===== src/rtl/prim_ram_1p_arb_pkg.sv =====
// Shared types and constants for the single-port RAM arbiter.
package prim_ram_1p_arb_pkg;

  localparam int unsigned MaxHosts = 8;

  typedef enum logic {
    INIT   = 1'b0,
    ACTIVE = 1'b1
  } arb_state_e;

  // Index width for a host count, never below one bit.
  function automatic int unsigned idx_width(input int unsigned n);
    return (n > 1) ? $clog2(n) : 1;
  endfunction

endpackage


===== src/rtl/prim_rr_arb.sv =====
// Combinational round-robin arbiter; the pointer moves past the winner on each grant.
module prim_rr_arb
  import prim_ram_1p_arb_pkg::*;
#(
  parameter int unsigned NumHosts = 2,
  localparam int unsigned IdxW = idx_width(NumHosts)
) (
  input  logic                clk_i,
  input  logic                rst_ni,
  input  logic [NumHosts-1:0] req_i,
  input  logic                adv_i,
  output logic [NumHosts-1:0] gnt_o,
  output logic [IdxW-1:0]     idx_o,
  output logic                valid_o
);

  logic [IdxW-1:0] ptr_q, ptr_d;

  // First requester at or after the pointer, wrapping around.
  always_comb begin
    gnt_o   = '0;
    idx_o   = '0;
    valid_o = 1'b0;
    for (int unsigned i = 0; i < NumHosts; i++) begin
      if (!valid_o && req_i[IdxW'((32'(ptr_q) + i) % NumHosts)]) begin
        valid_o = 1'b1;
        idx_o   = IdxW'((32'(ptr_q) + i) % NumHosts);
      end
    end
    if (valid_o) begin
      gnt_o[idx_o] = 1'b1;
    end
  end

  always_comb begin
    ptr_d = ptr_q;
    if (adv_i && valid_o) begin
      ptr_d = (32'(idx_o) == NumHosts - 1) ? '0 : IdxW'(idx_o + 1'b1);
    end
  end

  always_ff @(posedge clk_i or negedge rst_ni) begin
    if (!rst_ni) begin
      ptr_q <= '0;
    end else begin
      ptr_q <= ptr_d;
    end
  end

endmodule


===== src/rtl/prim_ram_1p_arb.sv =====
// Zero-fills a single-port RAM after reset, then shares it round-robin between hosts.
// Define PRIM_RAM_1P_ARB_RDATA_REG_EN to add a register stage on the response path.
module prim_ram_1p_arb
  import prim_ram_1p_arb_pkg::*;
#(
  parameter int unsigned NumHosts    = 2,
  parameter int unsigned Width       = 32,
  parameter int unsigned Depth       = 128,
  parameter bit          InitOnReset = 1'b1,
  localparam int unsigned Aw         = $clog2(Depth)
) (
  input  logic                           clk_i,
  input  logic                           rst_ni,
  input  logic [NumHosts-1:0]            host_req_i,
  input  logic [NumHosts-1:0]            host_we_i,
  input  logic [NumHosts-1:0][Aw-1:0]    host_addr_i,
  input  logic [NumHosts-1:0][Width-1:0] host_wdata_i,
  input  logic [NumHosts-1:0][Width-1:0] host_wmask_i,
  output logic [NumHosts-1:0]            host_gnt_o,
  output logic [NumHosts-1:0]            host_rvalid_o,
  output logic [Width-1:0]               host_rdata_o,
  output logic                           ram_req_o,
  output logic                           ram_write_o,
  output logic [Aw-1:0]                  ram_addr_o,
  output logic [Width-1:0]               ram_wdata_o,
  output logic [Width-1:0]               ram_wmask_o,
  input  logic [Width-1:0]               ram_rdata_i,
  output logic                           init_done_o
);

  localparam int unsigned IdxW = idx_width(NumHosts);

  arb_state_e           state_q, state_d;
  logic [Aw-1:0]        init_cnt_q, init_cnt_d;
  logic                 active;
  logic [NumHosts-1:0]  arb_req, arb_gnt;
  logic [IdxW-1:0]      arb_idx;
  logic                 arb_any;
  logic [NumHosts-1:0]  rvalid_q;
  logic                 rwe_q;

  // Reset gates the RAM port immediately, not just at the next edge.
  assign active  = (state_q == ACTIVE) && rst_ni;
  assign arb_req = active ? host_req_i : '0;

  prim_rr_arb #(
    .NumHosts (NumHosts)
  ) u_arb (
    .clk_i   (clk_i),
    .rst_ni  (rst_ni),
    .req_i   (arb_req),
    .adv_i   (active),
    .gnt_o   (arb_gnt),
    .idx_o   (arb_idx),
    .valid_o (arb_any)
  );

  always_comb begin
    state_d     = state_q;
    init_cnt_d  = init_cnt_q;
    ram_req_o   = 1'b0;
    ram_write_o = 1'b0;
    ram_addr_o  = '0;
    ram_wdata_o = '0;
    ram_wmask_o = host_wmask_i[arb_idx];
    host_gnt_o  = '0;
    init_done_o = 1'b0;
    unique case (state_q)
      INIT: begin
        ram_wmask_o = '1;
        ram_req_o   = rst_ni;
        ram_write_o = rst_ni;
        ram_addr_o  = init_cnt_q;
        if (init_cnt_q == Aw'(Depth - 1)) begin
          state_d = ACTIVE;
        end else begin
          init_cnt_d = Aw'(init_cnt_q + 1'b1);
        end
      end
      ACTIVE: begin
        init_done_o = rst_ni;
        host_gnt_o  = arb_gnt;
        ram_req_o   = arb_any;
        if (arb_any) begin
          ram_write_o = host_we_i[arb_idx];
          ram_addr_o  = host_addr_i[arb_idx];
          ram_wdata_o = host_wdata_i[arb_idx];
        end
      end
    endcase
  end

  always_ff @(posedge clk_i or negedge rst_ni) begin
    if (!rst_ni) begin
      state_q    <= InitOnReset ? INIT : ACTIVE;
      init_cnt_q <= '0;
    end else begin
      state_q    <= state_d;
      init_cnt_q <= init_cnt_d;
    end
  end

  // Response tag: one-hot granted host plus write flag.
  always_ff @(posedge clk_i or negedge rst_ni) begin
    if (!rst_ni) begin
      rvalid_q <= '0;
      rwe_q    <= 1'b0;
    end else begin
      rvalid_q <= arb_gnt;
      rwe_q    <= arb_any & host_we_i[arb_idx];
    end
  end

`ifdef PRIM_RAM_1P_ARB_RDATA_REG_EN
  logic [NumHosts-1:0] rvalid2_q;
  logic [Width-1:0]    rdata_q;

  always_ff @(posedge clk_i or negedge rst_ni) begin
    if (!rst_ni) begin
      rvalid2_q <= '0;
      rdata_q   <= '0;
    end else begin
      rvalid2_q <= rvalid_q;
      rdata_q   <= ((|rvalid_q) && !rwe_q) ? ram_rdata_i : '0;
    end
  end

  assign host_rvalid_o = rvalid2_q;
  assign host_rdata_o  = rdata_q;
`else
  assign host_rvalid_o = rvalid_q;
  assign host_rdata_o  = ((|rvalid_q) && !rwe_q) ? ram_rdata_i : '0;
`endif

endmodule

===== config.mk =====
export PLATFORM = sky130hd
export DESIGN_NAME = prim_ram_1p_arb
export DESIGN_NICKNAME = d
export VERILOG_FILES = /design/src/rtl/prim_ram_1p_arb_pkg.sv /design/src/rtl/prim_rr_arb.sv /design/src/rtl/prim_ram_1p_arb.sv
export SDC_FILE = /design/constraint.sdc
export NUM_CORES = 1
export LEC_CHECK = 0
export ABC_CLOCK_PERIOD_IN_PS = 2300
export CORE_AREA = 4 4 110 112
export CTS_CLUSTER_DIAMETER = 100
export DETAILED_ROUTE_END_ITERATION = 6
export DIE_AREA = 0 0 114 116
export SLEW_MARGIN = 20
export SYNTH_ARGS = -nofsm -noshare
export SYNTH_HDL_FRONTEND = slang
export SYNTH_SLANG_ARGS = --single-unit

===== constraint.sdc =====
create_clock -name clk_i -period 2.3 [get_ports clk_i]
set_input_delay 0.345 -clock clk_i [delete_from_list [all_inputs] [get_ports clk_i]]
set_output_delay 0.345 -clock clk_i [all_outputs]
set_load 0.01 [all_outputs]

; After elaboration in Yosys (flattened, before gate mapping)
; Cells that the tools add are included.
[word_totals]
regBits = 12
[op_classes]
n_addsub = 3
n_lt_le_gt_ge = 4
eq_ne = 1
n_mux = 34
bitwise = 3
n_reduce_logical = 9
[ops]
columns = operator, count
row1 = $mux 32, 8
row2 = $mux 7, 3
row3 = $mux 1, 16
row4 = $pmux 7 s2, 1
row5 = $add 7x1->7 const B, 1
row6 = $eq 7x7->1 const B, 1
row7 = $lt 1x2->1 const B, 3
row8 = $mux 2, 3
row9 = $logic_and 1x1->1, 5
row10 = $pmux 1 s2, 2
row11 = $add 1x1->1 const B, 2
row12 = $logic_not 1->1, 2
row13 = $not 1->1, 2
row14 = $reduce_and 2->1, 1
row15 = $reduce_or 2->1, 1
row16 = $and 1x1->1, 1
row17 = $demux 1 s1, 1
row18 = $ge 1x1->1 const B, 1

; Longest topological paths before layout
; Gate-level depths: netlist of the first run.
[logic_depth]
depth_word = 14
depth_mapped = 7
mapped_depth_nobuf = 4

; Modules after synthesis
; Synthesis of the first run repeated with hierarchy kept, for this count alone.
[unflattened]
cells_unflattened = 251
area_unflattened_um2 = 1891.8
[by_module_without_submodules]
columns = module, n_inst, cells_per_inst, area_per_inst_um2
row1 = prim_ram_1p_arb, 1, 243, 1823.0
row2 = prim_rr_arb, 1, 8, 68.8

; Least setup slack after synthesis of the first run
; Ideal clock, no wire load.
[synth_timing]
kind = input -> output
from = input rst_ni
to = output ram_addr_o[0]
arrival_time_ps = 1329
required_ps = 1955
path_slack_ps = 626
path_stages = 7
n_path_buf = 3
cell_sequence = buf_6 > nand2_4 > inv_2 > and3_4 > buf_6 > buf_6 > a221o_1
[synth_via]
elab_chain_len = 12
elab_cells_between_ends = 16
[synth_lines]
columns = item, line
row1 = "start, declared", prim_ram_1p_arb.sv:13  ; input logic rst_ni,
row2 = $logic_and 1x1->1 (*), prim_ram_1p_arb.sv:43  ; assign active = (state_q == ACTIVE) && rst_ni;
row3 = $mux 2 (*), prim_ram_1p_arb.sv:44  ; assign arb_req = active ? host_req_i : '0;
row4 = $mux 1 (implied by the code) (2 in a row), prim_rr_arb.sv:25  ; if (!valid_o && req_i[IdxW'((32'(ptr_q) + i) % NumHosts)]) begin
row5 = $mux 1, prim_rr_arb.sv:25
row6 = $logic_not 1->1, prim_rr_arb.sv:25
row7 = $logic_and 1x1->1, prim_rr_arb.sv:25
row8 = $mux 1, prim_rr_arb.sv:25
row9 = $mux 7 (implied by the code) (2 in a row), prim_ram_1p_arb.sv:86  ; ram_addr_o = host_addr_i[arb_idx];
row10 = $mux 7 (*), prim_ram_1p_arb.sv:84  ; if (arb_any) begin
row11 = $pmux 7 s2 (*), prim_ram_1p_arb.sv:68  ; unique case (state_q)
row12 = "end, declared", prim_ram_1p_arb.sv:24  ; output logic [Aw-1:0] ram_addr_o,
; Mark *: on every way between the ends. The rest lies on a longest branch, timed or not. The select of a mux whose other input is x is not followed.

; Worst setup path after layout of the first run
[layout_timing]
from = register u_arb.ptr_q
to = output ram_addr_o[0]
[layout_via]
elab_chain_len = 10
elab_cells_between_ends = 15
[layout_lines]
columns = item, line
row1 = "start, declared", prim_rr_arb.sv:17  ; logic [IdxW-1:0] ptr_q, ptr_d;
row2 = "start signal, assigned", prim_rr_arb.sv:46  ; ptr_q <= ptr_d;
row3 = $mux 1 (implied by the code) (2 in a row), prim_rr_arb.sv:25
row4 = $mux 1, prim_rr_arb.sv:25
row5 = $logic_not 1->1, prim_rr_arb.sv:25
row6 = $logic_and 1x1->1, prim_rr_arb.sv:25
row7 = $mux 1, prim_rr_arb.sv:25
row8 = $mux 7 (implied by the code) (2 in a row), prim_ram_1p_arb.sv:86
row9 = $mux 7 (*), prim_ram_1p_arb.sv:84
row10 = $pmux 7 s2 (*), prim_ram_1p_arb.sv:68
; Marked as above.

==> impl_metrics.toml, run 1 <==
[place]
dpl_worst_slack_ns = -0.3203
dp_hpwl_mm = 11.28
io_buffers = 289
dp_cells = 681
place.gp.congestion = 0.8915

[synthesis]
synth_cell_types = 37
synth-edff-count = 0
ys_ff_latch = 12
synth_fp_nets = 442
synth_compound_area_frac = 0.4612
synthFlopType = "dfrtp_1"
synth_area_sq_um = 1921
synth-async-reset-ratio = 1.000
yosys-top-cells-area = "dfrtp_1, a22o_1, a311oi_1"
synth_area_leader_cell = "dfrtp_1"
synth_top_family_by_area = "compound AO/OA/AOI/OAI gates"
ys_seq_area_frac = 0.1564
synth_top_area_share = 0.1564
syn_avg_cell_area_sq_um = 7.359
synth-simple-area-share = 0.1928
ys_warn_count = 0
netlist_instances = 261
synthAdderAreaFrac = 0.006515
yosys.area_share.xor_xnor = 0.004560
muxShareOfSynthArea = 0.02345

[floorplanning]
die_area_sq_um = 13220
num_rows = 39
die_x_microns = 114
coreArea_sq_um = 11220
io-pin-count = 290
fp.dieH_microns = 116
initial_core_util = 0.1711

[power]
vdd_drop_max_mv = 0.1880
p_leak_uw = 0.002176
clkPwrFrac = 0.376
sw_frac_of_total = 0.2113
p_sw_uw = 204.5
p_seq_frac = 0.219
p_int_uw = 763.2
power_frac_comb = 0.405
power_density_nw_per_um2 = 190.1

[clock_tree]
cts_hold_buf = 0
clk_pin_slew_ns = 0.05
clk_latency_ns = 0.24
cts_buffers = 3
clock-sinks = 12
root_buffer = "clkbuf_16"
clk_path_buf_depth = 2
cts-htree-levels = 1
cts_tree = "yes"

[sta]
finalHoldViolCount = 0
rsz0062_at_grt = "no"
period_share = 0.9679
min_period_ns = 2.226
whs_ns = 0.1205
worst_pin_slew_ns = 0.3350
finalSetupViolations = 0
maxSlewViolCount = 0
slew_headroom = 0.7767
fin_setup_tns_ns = 0
timing.fmax_mhz = 449.2
clock_skew_ns = 0.003538
setup_slack_ns = 0.07377

[critical_path]
rr_worst_depth = 3
r2r_slack_ns = 0.81
crit_path_end_kind = "primary output"
worstSetupPathType = "flip-flop to primary output"
crit_path_max_incr_delay_ns = 0.41
path_cells = "and2b_2 > nor3_4 > buf_4 > buf_12 > a221o_1 > dlygate4sd2_1"
worstReg2RegStart = "init_cnt_q[2]"
rr_endpoint = "init_cnt_q[1]"
cp.arrival_ns = 1.88
worstPathMaxFanout = 15
cp_data_required_time_ns = 1.96
crit_slowest_cell = "dfrtp_1"
critPathLaunchType = "flip-flop"

[global_route]
grt_usage = 0.1953
grt_overflow = 0
grt_pass1_wl_mm = 20.21
antenna_found_initial = 0
grt_max_degree = 48
grt_pass1_vias = 3334

[flow_run]
max_cap_viol_count = 0

[status]
status = "complete, no violations"

[worst_hold_path]
min_path_type = "input pin to async pin"

[routing]
via_count = 3207
first_iter_violations = 165
routed_wirelength_mm = 13.97
ant_nets = 0
firstDrtPassIters = 4
wire_per_inst_microns = 20.25
via_per_inst = 4.648
remaining_drc_errors = 0

[final_layout]
areaGrowthSynthToFinish_pct = 165.0
diodes = 0
post-route-util = 0.4535
finalNonFillerCells = 690
layout_commonest_cell = "clkdlybuf4s50_1"
fillers = 1156
final_cell_mix = "clkdlybuf4s50_1, dlygate4sd2_1, a21oi_1"
drive_above_1_share = 0.1079
nNetsFinal = 729
metrics by stage:
| stage | total power, uW | area (sq um) |
|---|---|---|
| 6_report | 967.6 | 5090 |
| 5_1_grt | 1011 | 5090 |
| 4_1_cts | 977.7 | 5150 |
| 3_5_place_dp | 606.2 | 5051 |
| 3_3_place_gp | 608.9 | 5051 |
| 2_1_floorplan | 262.3 | 1921 |
cells by family (layout without fill, tap and decap cells):
group           after synthesis  after routing
fa+ha+maj                     1              1
mux                           4              4
compound gates              118            118
flops                        12             12
xor+xnor                      1              1
simple gates                 59             59
buf+inv                      66            352
layer usage:
| metal | up-vias | part of all wire | GRT usage |
|---|---|---|---|
| met2 | 160 | 0.51 | 0.3489 |
| met3 | 14 | 0.085 | 0.05065 |
| met1 | 1483 | 0.39 | 0.2350 |
| met5 | - | 0 | 0 |
| li1 | 1550 | - | - |
| met4 | 0 | 0.016 | 0.04513 |
critical path, delay by kind of cell, from the launching register on:
family	cells	cell delay, ns
buffers and inverters	3	0.60
and+or+nand+nor	2	0.30
AOI/OAI and AO/OA	1	0.33
DFF	1	0.41
synth_stat cells, types with 2 or more instances:
master     n
nor2_1     2
a22o_1    32
and2_1    32
clkbuf_1  11
nand2_1    3
a31oi_1    2
o21ai_0    3
a311oi_1  32
buf_4      4
and3_1     2
inv_2      2
a21oi_1   36
inv_1     33
buf_1      3
nor2b_1    8
dfrtp_1   12
mux2_2     4
buf_2      9
nand3_1    5
a221o_1    7
buf_6      3
power groups by stage:
stage / clock, uW / sequential [uW] / combinational (uW)
after floorplan: 0 / 215 / 47.2
after global placement: 0 / 215 / 394
after detailed placement: 0 / 215 / 391
after CTS: 373 / 212 / 393
after global routing: 385 / 211 / 414
final: 364 / 212 / 392
state kept, by name (all words and copies together), names as in the netlist:
name	flops
host_rvalid_o	2
state_q	1
u_arb.ptr_q	1
rwe_q	1
init_cnt_q	7
final cells by class:
cell class / count / area (sq um) / share of cell area
Inverter: 35 / 131.4 / 0.02581
Clock buffer: 4 / 88.84 / 0.01745
Timing Repair Buffer: 313 / 3067 / 0.6025
Tap cell: 143 / 178.9 / 0.03515
Multi-Input combinational cell: 183 / 1324 / 0.2601
Sequential cell: 12 / 300.3 / 0.05900
timing repair:
item | in CTS | in global routing
endpoints found under the setup margin | 73 | 21
gates cloned | 2 | 0
setup buffers | 3 | 0
pin swaps | 1 | 0
resized for setup | 88 | 37
worst max path at each step:
stage                       to          start  slack (ns)  depth (start not counted)
2_1_floorplan    ram_addr_o[0]         rst_ni        0.63                          7
3_3_place_gp   ram_wdata_o[13]  host_req_i[1]       -0.32                          6
3_5_place_dp   ram_wdata_o[13]  host_req_i[1]       -0.32                          6
4_1_cts        ram_wmask_o[21]    u_arb.ptr_q      0.0008                          7
5_1_grt         ram_wdata_o[1]    u_arb.ptr_q       0.005                          6
6_report         ram_addr_o[0]    u_arb.ptr_q        0.07                          6
Note: power is estimated with default switching activity, not from simulation.
==> run 2, diff against run 1 <==
--- a/config.mk
+++ b/config.mk
@@ -10,7 +10,7 @@
 export CTS_CLUSTER_DIAMETER = 100
 export DETAILED_ROUTE_END_ITERATION = 6
 export DIE_AREA = 0 0 114 116
-export SLEW_MARGIN = 20
+export SLEW_MARGIN = 25
 export SYNTH_ARGS = -nofsm -noshare
 export SYNTH_HDL_FRONTEND = slang
 export SYNTH_SLANG_ARGS = --single-unit
==> results of run 2 <==
Final layout, timing and power as in run 1 (identical DEF).
